===== src/rtl/f3_pkg.sv =====
// Shared definitions for the function-3 puzzle: key command codes, move
// directions, controller states and the LFSR polynomial.
package f3_pkg;

  localparam logic [3:0] INS_NONE    = 4'd0;
  localparam logic [3:0] INS_NORTH   = 4'd1;
  localparam logic [3:0] INS_EAST    = 4'd2;
  localparam logic [3:0] INS_WEST    = 4'd3;
  localparam logic [3:0] INS_SOUTH   = 4'd4;
  localparam logic [3:0] INS_RESTART = 4'd5;

  // Opposite directions are bitwise complements (N<->S, E<->W).
  localparam logic [1:0] DIR_N = 2'd0;
  localparam logic [1:0] DIR_E = 2'd1;
  localparam logic [1:0] DIR_W = 2'd2;
  localparam logic [1:0] DIR_S = 2'd3;

  localparam logic [0:0] ST_IDLE     = 1'b0;
  localparam logic [0:0] ST_SCRAMBLE = 1'b1;

  localparam logic [15:0] LFSR_TAPS = 16'hB400;

  typedef struct packed {
    logic       legal;
    logic [3:0] target;
  } move_t;

  function automatic logic [1:0] opposite_dir(input logic [1:0] dir);
    return ~dir;
  endfunction

endpackage


===== src/rtl/f3_lfsr.sv =====
// Free-running 16-bit Galois LFSR; a non-zero seed keeps it off the all-zero
// lock-up state forever.
module f3_lfsr
  import f3_pkg::*;
#(
  parameter logic [15:0] SEED = 16'hACE1
) (
  input  logic        clk,
  input  logic        rst_n,
  output logic [15:0] state
);

  always_ff @(posedge clk or negedge rst_n) begin
    if (!rst_n) begin
      state <= SEED;
    end else begin
      state <= (state >> 1) ^ (state[0] ? LFSR_TAPS : 16'h0000);
    end
  end

endmodule


===== src/rtl/f3_game_ctrl.sv =====
// Sliding-tile board owner: one blank move per new key command, LFSR-driven
// scramble sequence, combinational tile read port for the renderer.
module f3_game_ctrl
  import f3_pkg::*;
#(
  parameter int          GRID           = 4,
  parameter int          SCRAMBLE_MOVES = 64,
  parameter logic [15:0] LFSR_SEED      = 16'hACE1
) (
  input  logic        clk,
  input  logic        rst_n,
  input  logic [3:0]  instruction,
  input  logic        scramble,
  input  logic [3:0]  tile_rd_addr,
  output logic [3:0]  tile_rd_data,
  output logic [3:0]  blank_pos,
  output logic [15:0] move_count,
  output logic        solved,
  output logic        busy
);

  localparam int N = GRID * GRID;

  logic [3:0]  board [N];
  logic [3:0]  blank_q;
  logic [15:0] mcnt;
  logic        solved_q;
  logic [0:0]  state;
  logic [15:0] iter;
  logic [3:0]  prev_ins;
  logic        prev_scr;
  logic [15:0] lfsr;

  f3_lfsr #(.SEED(LFSR_SEED)) u_lfsr (
    .clk   (clk),
    .rst_n (rst_n),
    .state (lfsr)
  );

  // Target cell for moving the blank at pos one step in dir; edges are illegal.
  function automatic move_t move_target(input logic [3:0] pos, input logic [1:0] dir);
    int    row;
    int    col;
    move_t m;
    row      = int'(pos) / GRID;
    col      = int'(pos) % GRID;
    m.legal  = 1'b0;
    m.target = pos;
    case (dir)
      DIR_N: if (row > 0) begin
        m.legal  = 1'b1;
        m.target = 4'(int'(pos) - GRID);
      end
      DIR_S: if (row < GRID - 1) begin
        m.legal  = 1'b1;
        m.target = 4'(int'(pos) + GRID);
      end
      DIR_W: if (col > 0) begin
        m.legal  = 1'b1;
        m.target = 4'(int'(pos) - 1);
      end
      default: if (col < GRID - 1) begin
        m.legal  = 1'b1;
        m.target = 4'(int'(pos) + 1);
      end
    endcase
    return m;
  endfunction

  logic       new_cmd;
  logic       scr_edge;
  logic       is_restart;
  logic       user_dir_vld;
  logic [1:0] user_dir;
  move_t      user_mv;
  move_t      scr_try;
  move_t      scr_mv;
  logic       do_swap;
  logic [3:0] swap_tgt;
  logic       board_is_solved;

  always_comb begin
    new_cmd      = (instruction != INS_NONE) && (prev_ins == INS_NONE);
    scr_edge     = scramble && !prev_scr;
    is_restart   = new_cmd && (instruction == INS_RESTART);
    user_dir_vld = new_cmd;
    user_dir     = DIR_N;
    case (instruction)
      INS_NORTH: user_dir = DIR_N;
      INS_EAST:  user_dir = DIR_E;
      INS_WEST:  user_dir = DIR_W;
      INS_SOUTH: user_dir = DIR_S;
      default:   user_dir_vld = 1'b0;
    endcase

    user_mv = move_target(blank_q, user_dir);
    scr_try = move_target(blank_q, lfsr[1:0]);
    scr_mv  = scr_try.legal ? scr_try : move_target(blank_q, opposite_dir(lfsr[1:0]));

    do_swap  = 1'b0;
    swap_tgt = blank_q;
    if (!is_restart) begin
      if (state == ST_SCRAMBLE) begin
        do_swap  = 1'b1;
        swap_tgt = scr_mv.target;
      end else if (!scr_edge && user_dir_vld && user_mv.legal) begin
        do_swap  = 1'b1;
        swap_tgt = user_mv.target;
      end
    end
  end

  always_comb begin
    board_is_solved = 1'b1;
    for (int i = 0; i < N; i++) begin
      if (board[i] != ((i == N - 1) ? 4'd0 : 4'(i + 1))) board_is_solved = 1'b0;
    end
  end

  always_ff @(posedge clk or negedge rst_n) begin
    if (!rst_n) begin
      for (int i = 0; i < N; i++) board[i] <= (i == N - 1) ? 4'd0 : 4'(i + 1);
      blank_q  <= 4'(N - 1);
      mcnt     <= 16'd0;
      solved_q <= 1'b1;
      state    <= ST_IDLE;
      iter     <= 16'd0;
      prev_ins <= INS_NONE;
      prev_scr <= 1'b0;
    end else begin
      prev_ins <= instruction;
      prev_scr <= scramble;
      solved_q <= board_is_solved;
      if (is_restart) begin
        for (int i = 0; i < N; i++) board[i] <= (i == N - 1) ? 4'd0 : 4'(i + 1);
        blank_q <= 4'(N - 1);
        mcnt    <= 16'd0;
        state   <= ST_IDLE;
        iter    <= 16'd0;
      end else begin
        if (do_swap) begin
          board[blank_q]  <= board[swap_tgt];
          board[swap_tgt] <= 4'd0;
          blank_q         <= swap_tgt;
        end
        if (state == ST_IDLE) begin
          if (scr_edge) begin
            state <= ST_SCRAMBLE;
            iter  <= 16'(SCRAMBLE_MOVES);
          end else if (do_swap && mcnt != 16'hFFFF) begin
            mcnt <= mcnt + 16'd1;
          end
        end else begin
          // Scramble moves are not user moves; the count is cleared on exit.
          iter <= iter - 16'd1;
          if (iter == 16'd1) begin
            state <= ST_IDLE;
            mcnt  <= 16'd0;
          end
        end
      end
    end
  end

  assign tile_rd_data = (int'(tile_rd_addr) < N) ? board[tile_rd_addr] : 4'd0;
  assign blank_pos    = blank_q;
  assign move_count   = mcnt;
  assign solved       = solved_q;
  assign busy         = (state == ST_SCRAMBLE);

endmodule


===== config.mk =====
export PLATFORM = sky130hd
export DESIGN_NAME = f3_game_ctrl
export DESIGN_NICKNAME = d
export VERILOG_FILES = /design/src/rtl/f3_pkg.sv /design/src/rtl/f3_lfsr.sv /design/src/rtl/f3_game_ctrl.sv
export SDC_FILE = /design/constraint.sdc
export NUM_CORES = 1
export LEC_CHECK = 0
export ABC_AREA = 0
export CAP_MARGIN = 20
export CORE_ASPECT_RATIO = 1.2
export CORE_MARGIN = 8
export CORE_UTILIZATION = 60
export DETAILED_ROUTE_END_ITERATION = 16
export PLACE_DENSITY = 0.79
export SLEW_MARGIN = 10
export SYNTH_ARGS = -nofsm -noshare
export SYNTH_HDL_FRONTEND = slang
export SYNTH_SLANG_ARGS = --single-unit

===== constraint.sdc =====
create_clock -name clk -period 5.4 [get_ports clk]
set_input_delay 1.35 -clock clk [delete_from_list [all_inputs] [get_ports clk]]
set_output_delay 1.35 -clock clk [all_outputs]
set_load 0.02 [all_outputs]

---- Yosys cells after proc, flatten, opt, wreduce, memory -nomap -nowiden ----
Index checks and enable logic that the tools add are counted.
Widths: inputs -> output; s select.
word-level totals
  register bits after elaboration ......... 123
  output and inout port bits .............. 26
operators by class
  add/subtract/negate cells ............... 6
  magnitude comparators ................... 9
  eq/ne operators ......................... 30
  mux-type cells .......................... 60
  bitwise operators ....................... 7
  reduce and logical (&&, ||, !) cells .... 21
operators with widths
  cell                   number
  $mux 16                9
  $mux 64                2
  $and 64x64->64         1
  $bwmux 64              1
  $not 64->64            1
  $mux 4                 12
  $bmux 4 s4             2
  $demux 4 s4            2
  $ne 4x4->1 const B     8
  $pmux 5 s3             2
  $mux 1                 24
  $mux 5                 4
  $add 16x1->16 const B  1
  $eq 16x1->1 const B    1
  $ne 16x16->1 const B   1
  $ne 4x3->1 const B     4
  $sub 16x1->16 const B  1
  $xor 15x16->16         1
  $ge 5x5->1 const B     3
  $not 4->5              3
  $eq 2x2->1 const B     6
  $pmux 4 s3             1
  $lt 5x1->1 const B     2
  $eq 4x2->1 const B     2
  other kinds (23)       39

---- Logic depth before layout (Yosys ltp) ----
Gate-level depths: netlist of the first run.
  depth after elaboration ................. 17
  depth in mapped cells ................... 14

---- Cells and area by module ----
From an unflattened synthesis of the first run, not the netlist that was laid out.
second synthesis, totals
  cell total of the unflattened synthesis .. 740
  area, all modules ....................... 7188.1 µm²
modules (own cells, without submodules)
  module        times used  cells an instance  area each (µm²)
  f3_game_ctrl  1           721                6751.5
  f3_lfsr       1           19                 436.7

---- Worst setup path before layout of the first run ----
Ideal clock, no wire load.
  path type ............................... input-to-output
  start point ............................. in tile_rd_addr[0]
  end point ............................... out tile_rd_data[0]
  data arrival time ....................... 3352 ps
  data required time ...................... 4050 ps
  slack ................................... 698 ps
  stages on the path ...................... 4
  path buffers ............................ 2
  path through ............................ clkbuf_1 -> buf_1 -> mux4_2 -> mux4_2
on the way
  word-level cells in the longest chain between the ends .. 4
ends and longest elaborated chain
  what                                       RTL line             text
  start: declaration                         f3_game_ctrl.sv:14   input logic [3:0] tile_rd_addr,
  $not 4->5 (not written as such)            f3_game_ctrl.sv:165  assign tile_rd_data = (int'(tile_rd_addr) < N) ? board[tile_rd_addr] : 4'd0;
  $bmux 4 s4                                 f3_game_ctrl.sv:165
  $mux 4 (not written as such) (2 in a row)  f3_game_ctrl.sv:165
  end: declaration                           f3_game_ctrl.sv:15   output logic [3:0] tile_rd_data,
No other way between the ends. The select of a mux whose other input is x is not followed.

---- Worst setup path in the final report of the first run ----
  start point ............................. in tile_rd_addr[0]
  end point ............................... out tile_rd_data[1]
The elaborated chain is that of the path after synthesis.

==> out/results.tsv, run 1 <==
metric	value	unit
outcome	complete, no violations	
top-level I/O count	37	
first-pass detailed-route iteration total	7	
fin crit period	4.97	ns
Placer Congestion	1.02	
RSZ-0062 raised after global routing	no	
startpoint types	primary input	
Clock Latency Late Sink	0.44	ns
largest cells by area after synthesis	dfrtp_1 24%, dfstp_2 15%, mux4_2 5.6%	
Setup Skew	0.00738	ns
WHS Endpoint	u_lfsr.state[1]	
TritonCTS clock tree	done	
Comb power frac	59.4	%
Max IR drop VDD	0.000483	V
register area	3130	um2
total track usage	35.7	%
min-delay worst type	flip-flop to flip-flop	
Syn-to-layout area delta	14.7	%
Reg2Reg Setup Slack	1.32	ns
Seq/Total Area, Yosys	38.9	%
Vias/cell	7.63	
Power Density	773	nW/um2
post-synth top area share	24.2	%
worst r2r src	blank_pos[0]	
routed len/inst	27.4	um
Achievable Freq	201	MHz
dominant synthesized flop cell	dfrtp_1	
Post-Syn Area per Cell	9.07	um2
Max-slew headroom	38.5	%
die width	122	um
Worst R2R Path Depth	9	
Post-Synthesis Cell Area	8070	um2
max-cap viol count	0	
drc violations	0	
Initial DRC Count	1260	
number of global-route vias before repair	8096	
switching power	3800	uW
flops & latches, synth	123	
post-route ant nets	0	
first-pass GRT wire length	46900	um
clock power share	16.8	%
area of the die	17400	um2
multi-input combinational cell area	4620	um2
Post-CTS Resized	0	
hold depth	0	
# clock sinks	123	
via count	8383	
number of hold violations in the final report	0	
async set or reset register ratio after synthesis	100	%
Reg clk slew, reported paths	0.07	ns
std cell rows	46	
setup violators final	0	
post-synthesis cell type count	88	
Cells after Synth	889	
CTS max path bufs	2	
leading area contributor after synthesis	dfrtp_1	
worst slew pin tran	0.922	ns
Worst Path Required	4.05	ns
cts bufs inserted	17	
total grt overflow	0	
synth warn	0	
area of the core	13200	um2
Layout fillers	1019	
Final HPWL DP	21300	um
IO Port Bufs	36	
Fin Setup TNS	0	ns
Net Count, Synth	903	
largest net degree at the start of global routing	64	
Hold-fix buffers, CTS	0	
Post-synth EDFFs	0	
Critical Path Fanout Max	16	
placed inst area	8640	um2
R2R Path End	board[38]	
sequential share of power	23.8	%
switch share	53.1	%
Lkg Pwr	0.00363	uW
antenna violations before repair	0	
number of diodes	0	
critical setup path kind	primary input to output port	
ratio of final minimum period to clock period	92.0	%
Worst EP arrival	3.62	ns
Critical Path End Type	output port	
number of setup buffers added after CTS	0	
post-route cell area	9250	um2
Max Slew Vio Count	0	
Starting Density	61.2	%
DIE HEIGHT	143	um
WL final	30100	um
layout cells sized above 1	18.1	%
HP Start	u_lfsr.state[2]	
H-Tree Level Count	4	
NumNets Final	931	
Pint	3360	uW
Root Buffer	clkbuf_16	
[critical path, cell delays in order]
cell and delay [ns]:
clkdlybuf4s50_1 0.51, buf_12 0.18, mux4_2 0.52, mux4_2 0.49
clkdlybuf4s50_1 0.56
[power by group through the flow]
stage,Combinational [uW],Sequential (uW),Clock [uW]
6_report,4250,1700,1200
5_1_grt,4450,1710,1250
4_1_cts,4060,1670,1200
3_5_place_dp,4040,1680,0
3_3_place_gp,3950,1670,0
2_1_floorplan,2780,1450,0
[through the flow]
stage	hold WS (ns)	total power, uW	util [%]	cells	worst slack [ns]
2_1_floorplan	0.331	4230	-	889	0.698
3_3_place_gp	0.338	5620	65.5	1066	0.470
3_5_place_dp	0.338	5720	65.5	1066	0.392
4_1_cts	0.351	6930	70.2	1098	0.428
5_1_grt	0.356	7410	70.2	1098	0.376
6_report	0.346	7150	70.2	1098	0.431
[per-layer routing]
layer / global-route usage (%) / wire length, um
met3: 7.35 / 3250
met5: 0 / 0
met2: 56.5 / 14100
met4: 23.2 / 2080
met1: 43.2 / 10600
[cells by family (layout without fill, tap and decap cells)]
group	count (synthesis)	count (layout)	synth area share, %
AND/OR/NAND/NOR	343	343	22.0
AO/OA/AOI/OAI	298	298	25.4
flip-flops	123	123	38.9
buffers and inverters	71	112	3.92
multiplexers	34	34	7.48
XOR/XNOR	17	17	1.85
adder cells (fa/ha/maj)	3	3	0.465
[placed cells by master (no fill, tap or decap), types with 5 or more instances in the layout]
cell and n:
a21oi_1 42, inv_6 5, or3_1 7, xor2_1 15, dfrtp_1 78, o22ai_1 23
clkdlybuf4s50_1 35, o211ai_1 8, clkbuf_16 17, nand3_1 48, a41oi_1 5, o2bb2ai_1 10
o21ai_0 87, inv_1 11, and3_1 6, and2_1 12, a31oi_1 16, nor2_1 74
nand2b_1 8, buf_4 32, nand4_1 28, nor4bb_1 7, mux4_2 20, a22oi_1 5
nor4_1 8, a211oi_1 19, nand2_1 89, dfstp_2 45, a22oi_2 5, mux2i_1 13
o21a_1 6, o31ai_1 12, nor2b_1 11, nor3_1 16
[how the worst max path moves through the flow]
stage                       to  depth (start not counted)  slack, ns             from
3_3_place_gp   tile_rd_data[1]                          5       0.47  tile_rd_addr[0]
3_5_place_dp         board[61]                         11       0.39   instruction[1]
4_1_cts        tile_rd_data[1]                          5       0.43  tile_rd_addr[0]
6_report       tile_rd_data[1]                          5       0.43  tile_rd_addr[0]
2_1_floorplan  tile_rd_data[0]                          4       0.70  tile_rd_addr[0]
5_1_grt        tile_rd_data[2]                          5       0.38  tile_rd_addr[0]
[flip-flops by register name, indices dropped and copies added (netlist names)]
register	count
prev_scr	1
board	64
solved	1
blank_pos	4
u_lfsr.state	16
prev_ins	4
iter	16
move_count	16
busy	1
[final cells by class]
type | instances | share of cell area, %
Clock inverter | 14 | 1.88
Tap cell | 168 | 2.27
Inverter | 11 | 0.446
Multi-Input combinational cell | 695 | 49.9
Timing Repair Buffer | 69 | 6.82
Sequential cell | 123 | 33.9
Clock buffer | 18 | 4.75
[cells in the mapped netlist (4+ instances only)]
library cell,number
a21oi_1,42
mux4_2,20
a22oi_2,5
nor2b_1,11
a211oi_1,19
a21boi_0,4
clkbuf_1,36
inv_1,11
or4_1,4
o22ai_1,23
a22o_1,4
mux2i_1,13
o2bb2ai_1,10
and2_1,12
o31ai_1,12
o211ai_1,8
a31oi_1,16
o21ai_0,88
xor2_1,15
nand2b_1,8
dfrtp_1,78
nand2_1,89
a22oi_1,5
or3_1,7
o21a_1,6
nor4_1,8
a41oi_1,5
a221oi_1,4
nor3_1,16
a2111oi_0,4
nand3_1,48
nor4bb_1,7
dfstp_2,45
buf_2,19
nor2_1,74
and3_1,6
nand4_1,28
Power figures use the tool's default switching activity.
==> run 2, diff against run 1 <==
ABC_CLOCK_PERIOD_IN_PS = 5400   (was default)
SLEW_MARGIN = 15   (was 10)
==> results of run 2 <==
Same layout as run 1: the final DEF is identical, and so are final timing and power.
==> run 3, diff against run 2 <==
CORE_UTILIZATION = 41   (was 60)
PLACE_DENSITY = default   (was 0.79)
==> out/results.tsv, run 3 (same netlist as run 1, synthesis figures left out) <==
metric	value	unit
via count	8032	
NumNets Final	938	
Worst R2R Path Depth	9	
setup violators final	0	
Starting Density	41.6	%
setup ws final	0.460	ns
Achievable Freq	202	MHz
fin crit period	4.94	ns
Max IR drop VDD	0.000291	V
metal2 WL	13700	um
CTS max path bufs	2	
Placer Congestion	0.987	
H-Tree Level Count	4	
antenna violations before repair	0	
Power Density	763	nW/um2
number of setup buffers added after CTS	0	
top-level I/O count	37	
dpl ws	0.304	ns
TritonCTS clock tree	done	
Vias/cell	6.70	
hold depth	0	
Setup Skew	0.0135	ns
Fin Setup TNS	0	ns
CP top delay family	buffers and inverters	
most frequent cells in the layout	89 x nand2_1, 87 x o21ai_0, 78 x dfrtp_1	
top sig layer	met4	
WHS Endpoint	u_lfsr.state[8]	
worst r2r src	blank_pos[0]	
Worst EP arrival	3.59	ns
critical path cell sequence	clkdlybuf4s50_1 -> buf_12 -> mux4_2 -> mux4_2 -> clkdlybuf4s50_1	
min-delay worst type	flip-flop to flip-flop	
IO Port Bufs	36	
layout cells sized above 1	18.2	%
critical setup path kind	primary input to output port	
Initial DRC Count	1093	
worst slew pin tran	0.976	ns
R2R Path End	board[18]	
Final HPWL DP	21600	um
post-route ant nets	0	
Max Slew Vio Count	0	
Syn-to-layout area delta	16.7	%
Root Buffer	clkbuf_16	
WL met3	2350	um
area of the core	19400	um2
Top reg by flops	board	
cts bufs inserted	17	
ratio of final minimum period to clock period	91.5	%
Clock Latency Late Sink	0.43	ns
routed len/inst	24.5	um
total grt overflow	0	
CP max-delay cell	clkdlybuf4s50_1	
Worst Path Required	4.05	ns
Met1 Wirelength	11300	um
Hold-fix buffers, CTS	0	
most common cell after layout, fill and taps aside	nand2_1	
DIE HEIGHT	170	um
area of the die	24400	um2
WL final	29300	um
Max-slew headroom	34.9	%
first-pass GRT wire length	45900	um
drc violations	0	
hold slack	0.347	ns
Critical Path End Type	output port	
number of diodes	0	
total track usage	24.8	%
Critical Path Fanout Max	16	
largest net degree at the start of global routing	70	
number of global-route vias before repair	7772	
first-pass detailed-route iteration total	5	
max reg flops	64	
CP Launch Point	tile_rd_addr[0]	
die width	144	um
max incr delay on CP	0.55	ns
number of hold violations in the final report	0	
HP Start	u_lfsr.state[9]	
Lkg Pwr	0.00366	uW
RSZ-0062 raised after global routing	no	
critical path buffer and inverter count	3	
# clock sinks	123	
outcome	complete, no violations	
std cell rows	56	
max-cap viol count	0	
Reg2Reg Setup Slack	1.56	ns
Reg clk slew, reported paths	0.05	ns
startpoint types	primary input	
Post-CTS Resized	0	
==> run 3: cell count changes in the layout (fill, tap and decap cells not counted) <==
cell       change
clkbuf_8       +2
inv_6          -5
buf_12         +1
clkbuf_1       +4
inv_8          -4
buf_4          +6
clkinv_4       -2
clkinv_2       +4
bufinv_16      +1
==> run 3: stage by stage <==
| step | util, % | total power (uW) | cells | instance area (um2) |
|---|---|---|---|---|
| finish | 48.5 | 7190 | 1198 | 9420 |
| global route | 48.5 | 7530 | 1198 | 9420 |
| global placement | 45.4 | 5860 | 1166 | 8820 |
| detailed placement | 45.4 | 5850 | 1166 | 8820 |
| floorplan | - | 4230 | 889 | 8070 |
| CTS | 48.5 | 7050 | 1198 | 9420 |
==> run 3: per-layer routing <==
metal / global-route usage [%] / vias up
met5: 0 / -
met3: 4.93 / 137
met1: 30.1 / 3900
met2: 38.4 / 503
li1: - / 3492
met4: 18.2 / 0
==> run 3: worst register-to-register path: stages, from the launching register on <==
cell and delay, ns:
dfstp_2 0.75, nand2_1 0.36, o21ai_0 0.37, a221oi_2 0.17, and3_1 0.26, nor2_1 0.38
a2111oi_0 0.18, or4_1 0.74, buf_4 0.27, a311oi_2 0.27
==> run 3: final cells by class <==
type / count / area, um2
clock buffer: 24 / 482
clock inverter: 8 / 118
fill: 1870 / 9990
inverter: 11 / 41.3
multi-input combinational: 695 / 4620
sequential: 123 / 3130
tap: 261 / 327
timing repair buffer: 76 / 696
==> run 3: report_power, final <==
part           internal, uW  leakage [uW]  total, uW  switching, uW
Clock                   759      0.000294       1180            422
Combinational          1480       0.00185       4330           2850
Sequential             1250       0.00152       1670            418
==> run 3: worst max-delay path by stage <==
stage                                 end  slack [ns]  depth (start not counted)
after floorplan           tile_rd_data[0]        0.70                          4
after CTS                 tile_rd_data[0]        0.45                          5
after global placement          board[18]        0.36                         11
after global routing      tile_rd_data[0]        0.38                          5
after detailed placement        board[18]        0.30                         11
final                     tile_rd_data[1]        0.46                          5
